### src/rtl/key_state_decoder.sv
// ============================================================================
// key_state_decoder
// ----------------------------------------------------------------------------
// Turns a stream of PS/2 set-2 scan-code bytes into held-key levels for a
// small set of tracked keys. It handles make codes, break codes (F0 prefix),
// extended codes (E0 prefix) and the eight-byte Pause sequence (E1 prefix),
// which it skips. Byte sequences that cannot occur are reported on seq_err
// and discarded.
//
// Optional feature (compile-time macro KEY_STUCK_TIMEOUT_EN):
//   If a key stays held for TIMEOUT_CYC cycles with no byte received, all
//   keys are released. This recovers from a lost break code. A byte received
//   in the same cycle wins, and the timeout count restarts.
//
// Parameters:
//   N_KEYS      - number of tracked keys (1..8)
//   KEY_CODES   - N_KEYS packed 9-bit codes. Bit 8 is the E0 flag and bits
//                 7:0 are the scan code. Slice i drives key[i].
//   TIMEOUT_CYC - stuck-key timeout in clk cycles
//
// Ports:
//   clk         - single clock; all logic runs on its rising edge
//   rst         - synchronous, active-high reset
//   rx_data     - received PS/2 byte, already in the clk domain
//   rx_valid    - one-cycle strobe that qualifies rx_data
//   key         - level, 1 while the mapped key is held
//   key_press   - one-cycle pulse when a key bit goes 0->1
//   key_release - one-cycle pulse when a key bit goes 1->0
//   any_key     - OR of key
//   seq_err     - one-cycle pulse on an illegal byte sequence
// ============================================================================
module key_state_decoder #(
    parameter int                    N_KEYS      = 4,
    parameter logic [N_KEYS*9-1:0]   KEY_CODES   = {9'h174, 9'h16B, 9'h172, 9'h175},
    parameter int                    TIMEOUT_CYC = 65_000_000
) (
    input  logic              clk,
    input  logic              rst,
    input  logic [7:0]        rx_data,
    input  logic              rx_valid,
    output logic [N_KEYS-1:0] key,
    output logic [N_KEYS-1:0] key_press,
    output logic [N_KEYS-1:0] key_release,
    output logic              any_key,
    output logic              seq_err
);

    // Prefix bytes of the PS/2 set-2 protocol.
    localparam logic [7:0] BYTE_EXT   = 8'hE0;
    localparam logic [7:0] BYTE_BRK   = 8'hF0;
    localparam logic [7:0] BYTE_PAUSE = 8'hE1;

    // Pause is E1 followed by seven more bytes, and none of them carry key state.
    localparam logic [2:0] PAUSE_TAIL = 3'd7;

    // Parser states.
    localparam logic [2:0] ST_IDLE    = 3'd0;
    localparam logic [2:0] ST_EXT     = 3'd1;
    localparam logic [2:0] ST_BRK     = 3'd2;
    localparam logic [2:0] ST_EXT_BRK = 3'd3;
    localparam logic [2:0] ST_SKIP    = 3'd4;

    logic [2:0]        state;
    logic [2:0]        state_next;
    logic [2:0]        skip_cnt;
    logic [2:0]        skip_next;

    logic              make_evt;
    logic              brk_evt;
    logic              err_evt;
    logic              ext_flag;
    logic [8:0]        code;
    logic [N_KEYS-1:0] code_match;
    logic [N_KEYS-1:0] key_next;
    logic              timeout_hit;

    // A prefix byte is never a complete key code. Seeing one where a code
    // is expected means the stream is corrupt.
    function automatic logic is_prefix(input logic [7:0] b);
        return (b == BYTE_EXT) || (b == BYTE_BRK) || (b == BYTE_PAUSE);
    endfunction

    // ------------------------------------------------------------------------
    // Parser next-state logic. It acts only when rx_valid is high. A make or
    // break event is produced on the final byte of a sequence and carries
    // the E0 flag that was collected along the way.
    // ------------------------------------------------------------------------
    always_comb begin
        state_next = state;
        skip_next  = skip_cnt;
        make_evt   = 1'b0;
        brk_evt    = 1'b0;
        err_evt    = 1'b0;
        ext_flag   = 1'b0;

        if (rx_valid) begin
            case (state)
                ST_IDLE: begin
                    if (rx_data == BYTE_EXT) begin
                        state_next = ST_EXT;
                    end else if (rx_data == BYTE_BRK) begin
                        state_next = ST_BRK;
                    end else if (rx_data == BYTE_PAUSE) begin
                        state_next = ST_SKIP;
                        skip_next  = PAUSE_TAIL;
                    end else begin
                        make_evt = 1'b1;
                    end
                end

                ST_EXT: begin
                    ext_flag = 1'b1;
                    if (rx_data == BYTE_BRK) begin
                        state_next = ST_EXT_BRK;
                    end else if (is_prefix(rx_data)) begin
                        err_evt    = 1'b1;
                        state_next = ST_IDLE;
                    end else begin
                        make_evt   = 1'b1;
                        state_next = ST_IDLE;
                    end
                end

                ST_BRK, ST_EXT_BRK: begin
                    ext_flag   = (state == ST_EXT_BRK);
                    state_next = ST_IDLE;
                    if (is_prefix(rx_data)) begin
                        err_evt = 1'b1;
                    end else begin
                        brk_evt = 1'b1;
                    end
                end

                ST_SKIP: begin
                    // The count still holds this byte's position, so a value
                    // of 1 means this is the last byte of the Pause sequence.
                    skip_next = skip_cnt - 3'd1;
                    if (skip_cnt <= 3'd1) begin
                        skip_next  = 3'd0;
                        state_next = ST_IDLE;
                    end
                end

                default: begin
                    state_next = ST_IDLE;
                    skip_next  = 3'd0;
                end
            endcase
        end
    end

    assign code = {ext_flag, rx_data};

    // ------------------------------------------------------------------------
    // Compare the decoded code against every table entry. Duplicate entries
    // are allowed on purpose, so one code may drive several key bits.
    // ------------------------------------------------------------------------
    always_comb begin
        code_match = '0;
        for (int i = 0; i < N_KEYS; i++) begin
            code_match[i] = (KEY_CODES[i*9 +: 9] == code);
        end
    end

    // ------------------------------------------------------------------------
    // New key levels. A make ORs bits in, so a typematic repeat of a held
    // key changes nothing. A break masks bits out, so releasing a key that
    // is not held changes nothing. A timeout can only fire when no byte
    // arrives, and it drops every key.
    // ------------------------------------------------------------------------
    always_comb begin
        key_next = key;
        if (make_evt) begin
            key_next = key | code_match;
        end else if (brk_evt) begin
            key_next = key & ~code_match;
        end else if (timeout_hit) begin
            key_next = '0;
        end
    end

    // ------------------------------------------------------------------------
    // Parser state, key levels and event pulses. The edge pulses come from
    // comparing the old level with the new one, so they always line up with
    // the cycle in which key changes.
    // ------------------------------------------------------------------------
    always_ff @(posedge clk) begin
        if (rst) begin
            state       <= ST_IDLE;
            skip_cnt    <= 3'd0;
            key         <= '0;
            key_press   <= '0;
            key_release <= '0;
            seq_err     <= 1'b0;
        end else begin
            state       <= state_next;
            skip_cnt    <= skip_next;
            key         <= key_next;
            key_press   <= key_next & ~key;
            key_release <= key & ~key_next;
            seq_err     <= err_evt;
        end
    end

    assign any_key = |key;

`ifdef KEY_STUCK_TIMEOUT_EN
    localparam int               TMO_W    = (TIMEOUT_CYC > 1) ? $clog2(TIMEOUT_CYC) : 1;
    localparam logic [TMO_W-1:0] TMO_LAST = TMO_W'(TIMEOUT_CYC - 1);

    logic [TMO_W-1:0] tmo_cnt;

    // The timeout fires on the last cycle of a quiet period while a key is
    // held. Any received byte in that same cycle suppresses it.
    assign timeout_hit = !rx_valid && any_key && (tmo_cnt == TMO_LAST);

    // ------------------------------------------------------------------------
    // Stuck-key counter. It restarts on every byte and counts quiet cycles
    // while a key is held. It wraps to 0 when the timeout fires. Every path
    // that clears the last key either receives a byte or fires the timeout,
    // so the counter is already 0 whenever no key is held.
    // ------------------------------------------------------------------------
    always_ff @(posedge clk) begin
        if (rst) begin
            tmo_cnt <= '0;
        end else if (rx_valid || timeout_hit) begin
            tmo_cnt <= '0;
        end else if (any_key) begin
            tmo_cnt <= tmo_cnt + 1'b1;
        end
    end
`else
    // With the timeout logic not built, keys are released only by their
    // break code. This term is constant 0 for any legal TIMEOUT_CYC; it only
    // keeps the parameter referenced in this build.
    assign timeout_hit = (TIMEOUT_CYC < 0);
`endif

endmodule
### config.mk
export PLATFORM = sky130hd
export DESIGN_NAME = key_state_decoder
export DESIGN_NICKNAME = d
export VERILOG_FILES = /design/src/rtl/key_state_decoder.sv
export SDC_FILE = /design/constraint.sdc
export NUM_CORES = 1
export LEC_CHECK = 0
export ABC_AREA = 0
export BUFFER_PORTS_ARGS = -buffer_cell sky130_fd_sc_hd__buf_2
export CAP_MARGIN = 20
export CELL_PAD_IN_SITES_DETAIL_PLACEMENT = 1
export CELL_PAD_IN_SITES_GLOBAL_PLACEMENT = 2
export CORE_MARGIN = 3
export CORE_UTILIZATION = 32
export DETAILED_ROUTE_END_ITERATION = 16
export HOLD_SLACK_MARGIN = 0.08
export PLACE_DENSITY_LB_ADDON = 0.1
export SLEW_MARGIN = 30
export SYNTH_ARGS = -nofsm -noshare
export SYNTH_HDL_FRONTEND = slang
export SYNTH_SLANG_ARGS = --single-unit
### constraint.sdc
create_clock -name clk -period 4.5 [get_ports clk]
set_clock_uncertainty 0.15 [all_clocks]
set_input_delay 0.9 -clock clk [delete_from_list [all_inputs] [get_ports clk]]
set_output_delay 0.9 -clock clk [all_outputs]
set_load 0.005 [all_outputs]
Yosys cells after proc, flatten, opt, wreduce, memory -nomap -nowiden --
Index checks and enable logic that the tools add are counted.
Storage, ports and cells: bits in registers 19, bits in latches 0, bits in writable memories 0, bits in read-only memories 0, input bits 11, output and inout bits 14, memories 0
Cells by class: add/subtract/negate cells 1, multipliers 0, div/mod/pow operators 0, $lt $le $gt $ge 1, eq/ne operators 16, shift operators 0, mux-type cells 27, bitwise logic cells 9, reduce and logical (&&, ||, !) cells 9
Operators by type and width (count):
- $eq 9x9->1 const A | 4
- $eq 8x8->1 const B | 3
- $mux 3 | 8
- $pmux 3 s3 | 2
- $and 4x4->4 | 3
- $not 4->4 | 3
- $mux 1 | 11
- $mux 4 | 2
- $ne 2x2->1 const B | 4
- $eq 3x2->1 const B | 2
- $pmux 1 s2 | 3
- $reduce_and 5->1 | 1
- $ne 4x4->1 const B | 1
- $or 4x4->4 | 1
- $reduce_or 2->1 | 2
- $reduce_or 4->1 | 1
- $eq 3x1->1 const B | 1
- $eq 3x3->1 const B | 1
- $le 3x1->1 const B | 1
- $logic_not 3->1 | 1
- $reduce_and 3->1 | 1
- $reduce_or 3->1 | 1
- $sub 3x1->3 const B | 1
- $logic_or 1x1->1 | 2
- 2 further kinds | 3

Longest topological paths before layout --
word-level depth 11, gate-level depth with buffers 6, mapped depth without buffers 6

Worst setup path before layout --
OpenSTA, ideal clock, no wires.
path type input to register, start point in rx_data[7], end point reg key[1], arrival time 1.887 ns, required time 4.222 ns, setup slack 2.335 ns, stages on the path 4, path buffers 0, cells stage by stage nand4bb_1 -> or4_4 -> mux2i_1 -> nor2_1
On the way: longest elaborated chain between the ends 8, elaborated cells on any way between the ends 20
Ends and longest elaborated chain:
- from (decl) | line 39 | input logic [7:0] rx_data,
- $eq 8x8->1 (on tied branches)
- $logic_or 1x1->1 (2 in a row) | line 80 | return (b == BYTE_EXT) || (b == BYTE_BRK) || (b == BYTE_PAUSE);
- $mux 1 | line 115, 127
- $mux 1 (on tied branches) | line 113, 97
- $pmux 1 s2 / $mux 1 (equally long branches) | line 97, 96
- $mux 1 / $mux 4 (equally long branches) | line 96, 175
- $mux 4 * | line 173 | if (make_evt) begin
- to (signal assigned) | line 198 | key <= key_next;
- to (decl) | line 41 | output logic [N_KEYS-1:0] key,
Mark *: on every way between the ends. The rest lies on a longest branch, timed or not. A chain may end at the register's enable or synchronous reset.

Final worst setup path --
start point reg key[1], end point out any_key
On the way: longest elaborated chain between the ends 1
Ends and longest elaborated chain:
- $reduce_or 4->1 | line 205 | assign any_key = |key;
- to (decl) | line 44 | output logic any_key,
No other way between the ends.

==> results.cfg <==
[cells_and_area]
drive_above_1_share_pct = 26.0
post-route-util_pct = 41.8
nets = 140
antenna_cells = 0
area_delta_synth_final_pct = 18.5

[global_route]
grtUsageTotal_pct = 14.4
top_usage_layer = met2
grt_max_degree = 12
use_met1_pct = 19.0
met2_usage_pct = 22.7
grt_pass1_vias = 836
use_met3_pct = 3.92
grt_pass1_wl_mm = 3.88
grt_overflow = 0
antenna_found_initial = 0

[yosys]
synth_edf_count = 0
synth_cells = 101
synthFlopType = dfxtp_1
synth_area_leaders = dfxtp_1 (41%), mux2i_1 (4.3%), nor2_1 (3.7%), and3_1 (3.4%), nor4_1 (3.4%)
syn_area_um2 = 921
synthTopCellsByCount = dfxtp_1 (19), nor2_1 (9), inv_1 (7)
async_reset_ff_share_pct = 0
yosysWarnings = 0
synth_top_area_share_pct = 41.3
synth_top_area_cell = dfxtp_1
syn_area_per_cell_um2 = 9.12
synth-seq-area-share_pct = 41.3
synth_seq_cells = 19
synth_most_common_cell = dfxtp_1
synth.distinct_cells = 39
synth_nets = 113

[floorplan]
die-area_um2 = 3560
ioPinCount = 25
die_y_um = 59.6
initial_core_util_pct = 35.2
std_cell_rows = 18
core_um2 = 2610
die_w_um = 59.6

[timing]
fin_crit_sh_pct = 52.3
drv_slew = 0
fin_ws_ns = 2.15
hold_slack_ns = 0.353
finalHoldViolations = 0
setup_viol = 0
min_period_ns = 2.35
rsz0062_at_grt = false
tightest_slew_ns = 0.547
max-slew-margin-rel_pct = 63.2
fmax_mhz = 425
finalSetupTns_ns = 0

[worst_setup_path]
crit_slowest_cell = or4_1
path_buf_inv = 1
crit_required_ns = 3.45
r2r_slack_ns = 2.69
critPathLaunch = key[1]
crit_cells = 2
reg2reg_depth = 4
crit_path_start_kind = flip-flop
cp_top_family = simple AND/OR/NAND/NOR gates
worstSetupEndpointType = primary output
reg2reg_to = state[0]
critPathMaxStageDelay_ns = 0.50
critPathKind = flip-flop to primary output
r2r-start = state[2]
crit_chain = or4_1 -> buf_2
crit_path_max_fanout = 5
cp.arrival_ns = 1.30

[placement]
dp_hpwl_mm = 1.81
gp_congestion = 0.776
dp_slack_ns = 2.13
portBuffers = 24

[route]
drt_wl_total_mm = 2.33
ant_nets = 0
drtIter0Drc = 16
num_vias = 854
first_pass_iters = 4
drc = 0
viasPerCell = 5.44
wl_per_cell_um = 14.8

[cts]
clock_sinks = 19
cts_buffers = 3
holdBufCountCts = 0
htree_num_levels = 1
cts.repair.resized = 0
cts_root_buffer = clkbuf_4
postCtsSetupBuffers = 0
clk_pin_slew_ns = 0.11
cts_tree = yes
insertion_delay_ns = 0.30
clock_tree.buffer_depth = 2

[power]
p_sw_mw = 0.0682
cell_internal_pwr_mw = 0.210
swShare_pct = 24.5
ir_drop_uv = 187
seq_power_share_pct = 60.7
pwr-share-comb_pct = 7.5
powerDensity_nw_per_um2 = 255
clkPwrFrac_pct = 31.9
total_leakage_power_nw = 0.477

[min_path]
hold_depth = 1
hp-class = flip-flop to flip-flop
hold-path-endpoint = key_press[0]
worstHoldStart = key[0]

[status]
status = complete, no violations

[flow_run]
drv_cap = 0
## flip-flops by register name, summed over array words and instances, names as in the netlist
signal and flops:
seq_err 1, state 3, skip_cnt 3, key_press 4, key 4, key_release 4
## metrics by stage
stage               power [mW]  cells  cell area, um2
floorplan                0.183    101             921
global placement         0.193    153            1060
detailed placement       0.193    153            1060
CTS                      0.286    157            1090
global route             0.294    157            1090
finish                   0.278    157            1090
## worst max-delay path by stage
stage	to	slack, ns
after global routing	any_key	2.09
after global placement	state[1]	2.16
after CTS	any_key	2.12
after floorplan	key[1]	2.34
final	any_key	2.15
after detailed placement	state[1]	2.13
## kinds of logic after synthesis
kind of cell,after synthesis,synth area share (%)
compound gates,17,12.5
fa+ha+maj,1,1.36
buf+inv,9,4.48
flops,19,41.3
mux,4,4.35
simple gates,51,36.0
## power groups by stage
| stage | logic (mW) | clock network [mW] | registers [mW] |
|---|---|---|---|
| 2_1_floorplan | 0.0104 | 0 | 0.172 |
| 3_3_place_gp | 0.0206 | 0 | 0.172 |
| 3_5_place_dp | 0.0208 | 0 | 0.172 |
| 4_1_cts | 0.0208 | 0.0963 | 0.169 |
| 5_1_grt | 0.0235 | 0.102 | 0.169 |
| 6_report | 0.0207 | 0.0885 | 0.168 |
## layout make-up
class | instances | area, um2
flip-flops and latches | 19 | 380
fillers | 330 | 1520
multi-input cells | 73 | 499
repair buffers | 24 | 120
clock inverters | 1 | 5.00
clock buffers | 3 | 22.5
well taps | 30 | 37.5
inverters | 7 | 26.3
## layer usage
| layer | share of wire (%) | wire (um) |
|---|---|---|
| met5 | 0 | 0 |
| met4 | 1.1 | 26 |
| met3 | 5.4 | 126 |
| met2 | 45 | 1060 |
| met1 | 48 | 1120 |
## worst register-to-register path: stages (launching register included)
cell and delay, ns:
dfxtp_1 0.44, or3b_4 0.43, o21ai_0 0.41, o311ai_0 0.21, o41ai_1 0.09
## layout by cell type (no fill, tap or decap), types with 2 or more instances in the layout
| master | instances |
|---|---|
| and3_1 | 5 |
| nor4_1 | 5 |
| nor3b_1 | 2 |
| dfxtp_1 | 19 |
| a21oi_1 | 4 |
| o21ai_0 | 3 |
| or4_1 | 3 |
| a31oi_1 | 2 |
| nand3b_1 | 3 |
| buf_2 | 24 |
| nor2_1 | 9 |
| or3_1 | 2 |
| inv_1 | 7 |
| clkbuf_4 | 3 |
| nor3_1 | 4 |
| nand2_1 | 3 |
| a211oi_1 | 2 |
| mux2i_1 | 4 |
| o31ai_1 | 2 |
(Power assumes the default switching activity.)
